File: config.mk
export PLATFORM = sky130hd
export DESIGN_NAME = fifo_ingress_arbiter_flat
export DESIGN_NICKNAME = d
export VERILOG_FILES = /design/src/rtl/fifo_arb_pkg.sv /design/src/rtl/fifo_ingress_arbiter_if.sv /design/src/rtl/fifo_ingress_arbiter_rr_pick.sv /design/src/rtl/fifo_ingress_arbiter.sv /design/src/flat_wrapper.sv
export SDC_FILE = /design/constraint.sdc
export NUM_CORES = 1
export LEC_CHECK = 0
export CELL_PAD_IN_SITES_DETAIL_PLACEMENT = 0
export CELL_PAD_IN_SITES_GLOBAL_PLACEMENT = 1
export CORE_AREA = 8 8 73 75
export DETAILED_ROUTE_END_ITERATION = 6
export DIE_AREA = 0 0 81 83
export GPL_ROUTABILITY_DRIVEN = 0
export PLACE_DENSITY_LB_ADDON = 0.1
export SYNTH_ARGS = -nofsm -noshare
export SYNTH_HDL_FRONTEND = slang
export SYNTH_SLANG_ARGS = --single-unit
File: constraint.sdc
create_clock -name clk -period 1.92 [get_ports clk]
set_clock_uncertainty 0.1 [all_clocks]
set_input_delay 0.384 -clock clk [delete_from_list [all_inputs] [get_ports clk]]
set_output_delay 0.384 -clock clk [all_outputs]
set_load 0.005 [all_outputs]
File: src/rtl/fifo_arb_pkg.sv
// Shared types and helpers for the FIFO ingress arbiter and its picker.
//   arb_state_t : arbiter FSM encoding (IDLE / XFER)
//   lb_min1()   : index width for N requesters, never less than 1 bit
package fifo_arb_pkg;

  typedef enum logic [0:0] {
    ARB_IDLE = 1'b0,
    ARB_XFER = 1'b1
  } arb_state_t;

  function automatic int unsigned lb_min1(input int unsigned n);
    return (n < 3) ? 32'd1 : 32'($clog2(n));
  endfunction

endpackage

File: src/rtl/fifo_ingress_arbiter_if.sv
// Handshake bundle between NUM_REQ packet requesters, the ingress arbiter
// and the FIFO write port.
//   req_data/req_valid/req_last : requester beats (requesters -> arbiter)
//   req_ready                   : per-requester accept (arbiter -> requesters)
//   fifo_data/fifo_valid        : slice output to FIFO in_data/in_valid
//   fifo_ready                  : FIFO in_ready
// modport slave  : the arbiter's view
// modport master : the surrounding environment (requesters + FIFO)
interface fifo_ingress_arbiter_if #(
  parameter int unsigned DATA_WIDTH = 8,
  parameter int unsigned NUM_REQ    = 4
);
  logic [NUM_REQ-1:0][DATA_WIDTH-1:0] req_data;
  logic [NUM_REQ-1:0]                 req_valid;
  logic [NUM_REQ-1:0]                 req_last;
  logic [NUM_REQ-1:0]                 req_ready;
  logic [DATA_WIDTH-1:0]              fifo_data;
  logic                               fifo_valid;
  logic                               fifo_ready;

  modport slave (
    input  req_data, req_valid, req_last, fifo_ready,
    output req_ready, fifo_data, fifo_valid
  );

  modport master (
    output req_data, req_valid, req_last, fifo_ready,
    input  req_ready, fifo_data, fifo_valid
  );
endinterface

File: src/rtl/fifo_ingress_arbiter_rr_pick.sv
// Combinational rotating-priority picker.
//   req    : request vector
//   rr_ptr : index with highest priority this cycle
//   found  : at least one request is set
//   idx    : first set request at or above rr_ptr, wrapping modulo NUM_REQ
import fifo_arb_pkg::*;

module rr_pick #(
  parameter int unsigned NUM_REQ = 4,
  parameter int unsigned PTR_W   = lb_min1(NUM_REQ)
) (
  input  logic [NUM_REQ-1:0] req,
  input  logic [PTR_W-1:0]   rr_ptr,
  output logic               found,
  output logic [PTR_W-1:0]   idx
);

  int unsigned cand;

  always_comb begin
    found = 1'b0;
    idx   = '0;
    cand  = 0;
    for (int unsigned i = 0; i < NUM_REQ; i++) begin
      // rr_ptr < NUM_REQ, so a single subtraction completes the wrap
      cand = 32'(rr_ptr) + i;
      if (cand >= NUM_REQ) cand = cand - NUM_REQ;
      if (!found && req[cand[PTR_W-1:0]]) begin
        found = 1'b1;
        idx   = cand[PTR_W-1:0];
      end
    end
  end

endmodule

File: src/rtl/fifo_ingress_arbiter.sv
// Round-robin, packet-locked arbiter sharing one FIFO write port among
// NUM_REQ requesters, with a registered single-beat output slice.
//   clk, rstn   : clock, asynchronous active-low reset
//   clear       : synchronous flush (shared with the FIFO clear)
//   bus         : requester and FIFO handshakes (slave modport)
//   fifo_count  : FIFO fill level
//   grant_id    : current or most recent packet owner
//   busy        : a packet owns the port
//   throttled   : registered fifo_count >= HIGH_WATER; blocks new grants only
import fifo_arb_pkg::*;

module fifo_ingress_arbiter #(
  parameter  int unsigned DATA_WIDTH    = 8,
  parameter  int unsigned FIFO_DEPTH    = 256,
  parameter  int unsigned NUM_REQ       = 4,
  parameter  int unsigned HIGH_WATER    = FIFO_DEPTH - 16,
  localparam int unsigned LB_FIFO_DEPTH = $clog2(FIFO_DEPTH),
  localparam int unsigned LB_NUM_REQ    = lb_min1(NUM_REQ)
) (
  input  logic                     clk,
  input  logic                     rstn,
  input  logic                     clear,
  fifo_ingress_arbiter_if.slave    bus,
  input  logic [LB_FIFO_DEPTH:0]   fifo_count,
  output logic [LB_NUM_REQ-1:0]    grant_id,
  output logic                     busy,
  output logic                     throttled
);

  localparam logic [LB_FIFO_DEPTH:0] HW_CNT  = (LB_FIFO_DEPTH + 1)'(HIGH_WATER);
  localparam logic [LB_NUM_REQ-1:0]  LAST_ID = LB_NUM_REQ'(NUM_REQ - 1);

  arb_state_t            state_q, state_d;
  logic [LB_NUM_REQ-1:0] rr_ptr_q;
  logic [LB_NUM_REQ-1:0] pick_idx;
  logic                  pick_found;
  logic                  throttled_q;
  logic                  valid_q;
  logic [DATA_WIDTH-1:0] data_q;
  logic                  slot_free;
  logic                  start_grant;
  logic                  accept;
  logic                  accept_last;

  rr_pick #(
    .NUM_REQ (NUM_REQ),
    .PTR_W   (LB_NUM_REQ)
  ) u_pick (
    .req    (bus.req_valid),
    .rr_ptr (rr_ptr_q),
    .found  (pick_found),
    .idx    (pick_idx)
  );

  // State register; clear overrides any transition
  always_ff @(posedge clk or negedge rstn) begin
    if (!rstn)      state_q <= ARB_IDLE;
    else if (clear) state_q <= ARB_IDLE;
    else            state_q <= state_d;
  end

  // Next state
  always_comb begin
    state_d = state_q;
    unique case (state_q)
      ARB_IDLE: if (start_grant) state_d = ARB_XFER;
      ARB_XFER: if (accept_last) state_d = ARB_IDLE;
      default:  state_d = ARB_IDLE;
    endcase
  end

  // Outputs and handshake qualifiers
  always_comb begin
    busy          = (state_q == ARB_XFER);
    slot_free     = !valid_q || bus.fifo_ready;
    // throttle only gates new packets; an owned packet always runs to its end
    start_grant   = (state_q == ARB_IDLE) && pick_found && !throttled_q;
    bus.req_ready = '0;
    if (state_q == ARB_XFER) bus.req_ready[grant_id] = slot_free;
    accept        = (state_q == ARB_XFER) && bus.req_valid[grant_id] && slot_free;
    accept_last   = accept && bus.req_last[grant_id];
  end

  // Grant, round-robin pointer, output slice and throttle register
  always_ff @(posedge clk or negedge rstn) begin
    if (!rstn) begin
      valid_q     <= 1'b0;
      data_q      <= '0;
      grant_id    <= '0;
      rr_ptr_q    <= '0;
      throttled_q <= 1'b0;
    end else begin
      throttled_q <= (fifo_count >= HW_CNT);
      if (clear) begin
        // slice contents are dropped together with the FIFO; grant_id is kept
        valid_q  <= 1'b0;
        rr_ptr_q <= '0;
      end else begin
        if (start_grant) grant_id <= pick_idx;
        if (accept) begin
          data_q  <= bus.req_data[grant_id];
          valid_q <= 1'b1;
        end else if (bus.fifo_ready) begin
          valid_q <= 1'b0;
        end
        if (accept_last) rr_ptr_q <= (grant_id == LAST_ID) ? '0 : grant_id + 1'b1;
      end
    end
  end

  assign bus.fifo_valid = valid_q;
  assign bus.fifo_data  = data_q;
  assign throttled      = throttled_q;

endmodule

File: src/flat_wrapper.sv
// flat-port wrapper written by rule: the top's interface ports become plain ports
module fifo_ingress_arbiter_flat 
#(
  parameter  int unsigned DATA_WIDTH    = 8,
  parameter  int unsigned FIFO_DEPTH    = 256,
  parameter  int unsigned NUM_REQ       = 4,
  parameter  int unsigned HIGH_WATER    = FIFO_DEPTH - 16,
  localparam int unsigned LB_FIFO_DEPTH = $clog2(FIFO_DEPTH),
  localparam int unsigned LB_NUM_REQ    = lb_min1(NUM_REQ)
)
  (clk, rstn, clear, fifo_count, grant_id, busy, throttled, bus_req_data, bus_req_valid, bus_req_last, bus_fifo_ready, bus_req_ready, bus_fifo_data, bus_fifo_valid);
  fifo_ingress_arbiter_if #(.DATA_WIDTH(DATA_WIDTH), .NUM_REQ(NUM_REQ)) bus_i ();
  input  logic clk;
  input  logic rstn;
  input  logic clear;
  input  logic [LB_FIFO_DEPTH:0] fifo_count;
  output logic [LB_NUM_REQ-1:0] grant_id;
  output logic busy;
  output logic throttled;
  input wire logic [$bits(bus_i.req_data)-1:0] bus_req_data;
  input wire logic [$bits(bus_i.req_valid)-1:0] bus_req_valid;
  input wire logic [$bits(bus_i.req_last)-1:0] bus_req_last;
  input wire logic [$bits(bus_i.fifo_ready)-1:0] bus_fifo_ready;
  output wire logic [$bits(bus_i.req_ready)-1:0] bus_req_ready;
  output wire logic [$bits(bus_i.fifo_data)-1:0] bus_fifo_data;
  output wire logic [$bits(bus_i.fifo_valid)-1:0] bus_fifo_valid;
  assign bus_i.req_data = bus_req_data;
  assign bus_i.req_valid = bus_req_valid;
  assign bus_i.req_last = bus_req_last;
  assign bus_i.fifo_ready = bus_fifo_ready;
  assign bus_req_ready = bus_i.req_ready;
  assign bus_fifo_data = bus_i.fifo_data;
  assign bus_fifo_valid = bus_i.fifo_valid;
  fifo_ingress_arbiter #(.DATA_WIDTH(DATA_WIDTH), .FIFO_DEPTH(FIFO_DEPTH), .NUM_REQ(NUM_REQ), .HIGH_WATER(HIGH_WATER)) u_core (.clk(clk), .rstn(rstn), .clear(clear), .bus(bus_i), .fifo_count(fifo_count), .grant_id(grant_id), .busy(busy), .throttled(throttled));
endmodule
==> metrics.txt <==
CP required 1.44 ns; via count ~970; crit-path max cell delay 0.40 ns; fraction of registers with async set/reset 1.00; global-route usage over all layers 0.104; vias in the first global route 1100; HPWL Detailed approximately 3000 um; Worst Path Class, Setup flop to output pin; Syn Area/Cell roughly 13 um^2; Data arrival, critical path between 1 and 1.5 ns; register area share after synthesis 0.370; Residual DRC 0; largest net degree at the start of global routing 16; wire length on met3 between 300 and 400 um; Yosys top cell area share 0.370; global-route wire length before repair between 5000 and 6000 um; #FFs+latches synth 15; vias per cell ~4.6; Synth cell types 28; final setup violation count 0; crit path buf inv count 3; DRT Pass-1 Iters 4; DR WL met2 ~1900 um; max cap viols 0; die area between 6000 and 7000 um^2; 1st-iter DRT viols 22; initial antenna violation count 0; layout cells sized above 1 0.270; status completed; Layout Utilization 0.455; CTS buffer count 3; Highest Clock Rate ~530 MHz; cell count after placement 204; Synth Instances 77; die width between 80 and 90 um; grt ovf 0; H-tree levels 1; Post-Route WL 3580 um; met1 WL between 1000 and 1500 um; Rows 24; Max-slew headroom 0.740; Final min period 1.88 ns; Core ar. around 4200 um^2; highest routed layer met4; CTS Root Cell clkbuf_8; Critical Path Fanout Max 4; worst min path class primary input to asynchronous set/reset pin; clock slew at reported path FFs around 0.06 ns; Max VDD drop 0.000233 V; Worst-Margin Slew 0.386 ns; syn nets between 100 and 150; endpoint type of the worst setup path output pin; Power Total between 1.5 and 2 mW; Starting Density 0.241; Clk Latency, worst-skew pair about 0.24 ns; leading post-synthesis cells by cell area dfrtp_1 (37%), mux4_2 (18%), mux2_1 (10%), mux4_1 (5.2%), ha_1 (4.9%); max-slew violations 0; Die Ht about 83 um; most instantiated library cell after synthesis dfrtp_1; delay-heaviest family, CP buffers and inverters; antenna-violating nets left 0; drt wl/cell between 15 and 20 um; mapped cell area 1010 um^2; Fin. Hold Viols 0; Tcrit/Tclk final 0.979; Pwr per Cell Area slightly above 800 nW/um^2; synth cell count leaders dfrtp_1 (15), mux2_1 (9), mux4_2 (8); Startpoint Class flop; Ys Warns 0; Static Leak approximately 0.9 nW; top_reg_cell synth dfrtp_1; RSZ-0062 raised after global routing yes; CTS Buffer Depth 2; ANT cells 0; Num Clock Sinks 15; number of port buffers 65; Synth area leader dfrtp_1; P&R area growth vs syn 88.7%; hold_buf cts 0; CTS tree yes; post-route insts no fill around 210; CP max-delay cell dfrtp_2; Final #Nets 217; Ports 70; Post-synth EDFFs 0; CP cell instances buf_4 > inv_2 > ha_1 > and3_1 > dlygate4sd2_1; final hold slack 0.361 ns
[area by class of cell]
class | instances | area (um^2)
Timing Repair Buffer | 81 | 772
Inverter | 5 | 18.8
Multi-Input combinational cell | 54 | 636
Fill cell | 407 | 2290
Sequential cell | 15 | 378
Clock buffer | 4 | 45.0
Tap cell | 52 | 65.1
[registers in the layout, summed over array words and instances (netlist names)]
| signal | cells |
|---|---|
| u_core.bus.fifo_data | 8 |
| u_core.bus.fifo_valid | 1 |
| u_core.busy | 1 |
| u_core.grant_id | 2 |
| u_core.rr_ptr_q | 2 |
| u_core.throttled | 1 |
[through the flow]
stage               cell area [um^2]  setup TNS [ns]  setup slack [ns]
floorplan                       1010               0             0.143
global placement                1810           -3.91            -0.293
detailed placement              1810           -4.39            -0.320
CTS                             1870               0           0.00261
global route                    1910          -0.111           -0.0206
finish                          1910               0            0.0412
[cell usage in the layout (no fill, tap or decap), types with 2 or more instances in the layout]
master           Yosys  final
clkdlybuf4s50_1      0     56
buf_4                0     16
dfrtp_1             15     13
mux4_2               8      8
mux2_4               0      8
inv_1                4      4
and3_1               4      4
nor2_1               4      4
a21oi_1              4      4
ha_1                 4      4
dlymetal6s2s_1       0      4
clkbuf_8             0      3
dlygate4sd2_1        0      3
mux4_1               2      2
nand2_1              2      2
nand2b_1             2      2
dfrtp_2              0      2
[power by group]
group	total [mW]	switching [mW]	leakage, nW	internal (mW)
Combinational	0.822	0.257	0.696	0.565
Clock	0.253	0.107	0.0228	0.147
Sequential	0.494	0.0724	0.185	0.422
[cell families after synthesis]
logic type | synth area share
and+or+nand+nor | 0.138
muxes | 0.339
adders and majority gates | 0.0493
DFF | 0.370
buffers and inverters | 0.0394
AOI/OAI and AO/OA | 0.0641
[layer usage]
layer,track usage,up-vias
met3,0.0248,2
li1,-,462
met5,0,-
met1,0.106,469
met2,0.190,35
met4,0.0439,0
[final timing paths]
path	startpoint	end	slack (ns)	cells after the start
max in group asynchronous	rstn	u_core.grant_id[0]$_DFFE_PN0P_	1.16	2
min reg2reg	u_core.bus.fifo_data[7]$_DFFE_PN0P_	u_core.bus.fifo_data[7]$_DFFE_PN0P_	0.41	1
max	u_core.grant_id[0]$_DFFE_PN0P_	bus_req_ready[2]	0.04	5
max reg2reg	u_core.grant_id[0]$_DFFE_PN0P_	u_core.bus.fifo_data[0]$_DFFE_PN0P_	0.04	4
min	rstn	u_core.bus.fifo_data[1]$_DFFE_PN0P_	0.36	2
min in group clk	u_core.bus.fifo_data[7]$_DFFE_PN0P_	u_core.bus.fifo_data[7]$_DFFE_PN0P_	0.41	1
[repair_timing]
| item | CTS | global route |
|---|---|---|
| gates resized for setup | 7 | 16 |
| pin swaps | 1 | 1 |
| setup endpoints to repair | 16 | 14 |
| setup buffers | 2 | 1 |
| gates cloned | 0 | 0 |
Power figures use the tool's default switching activity.
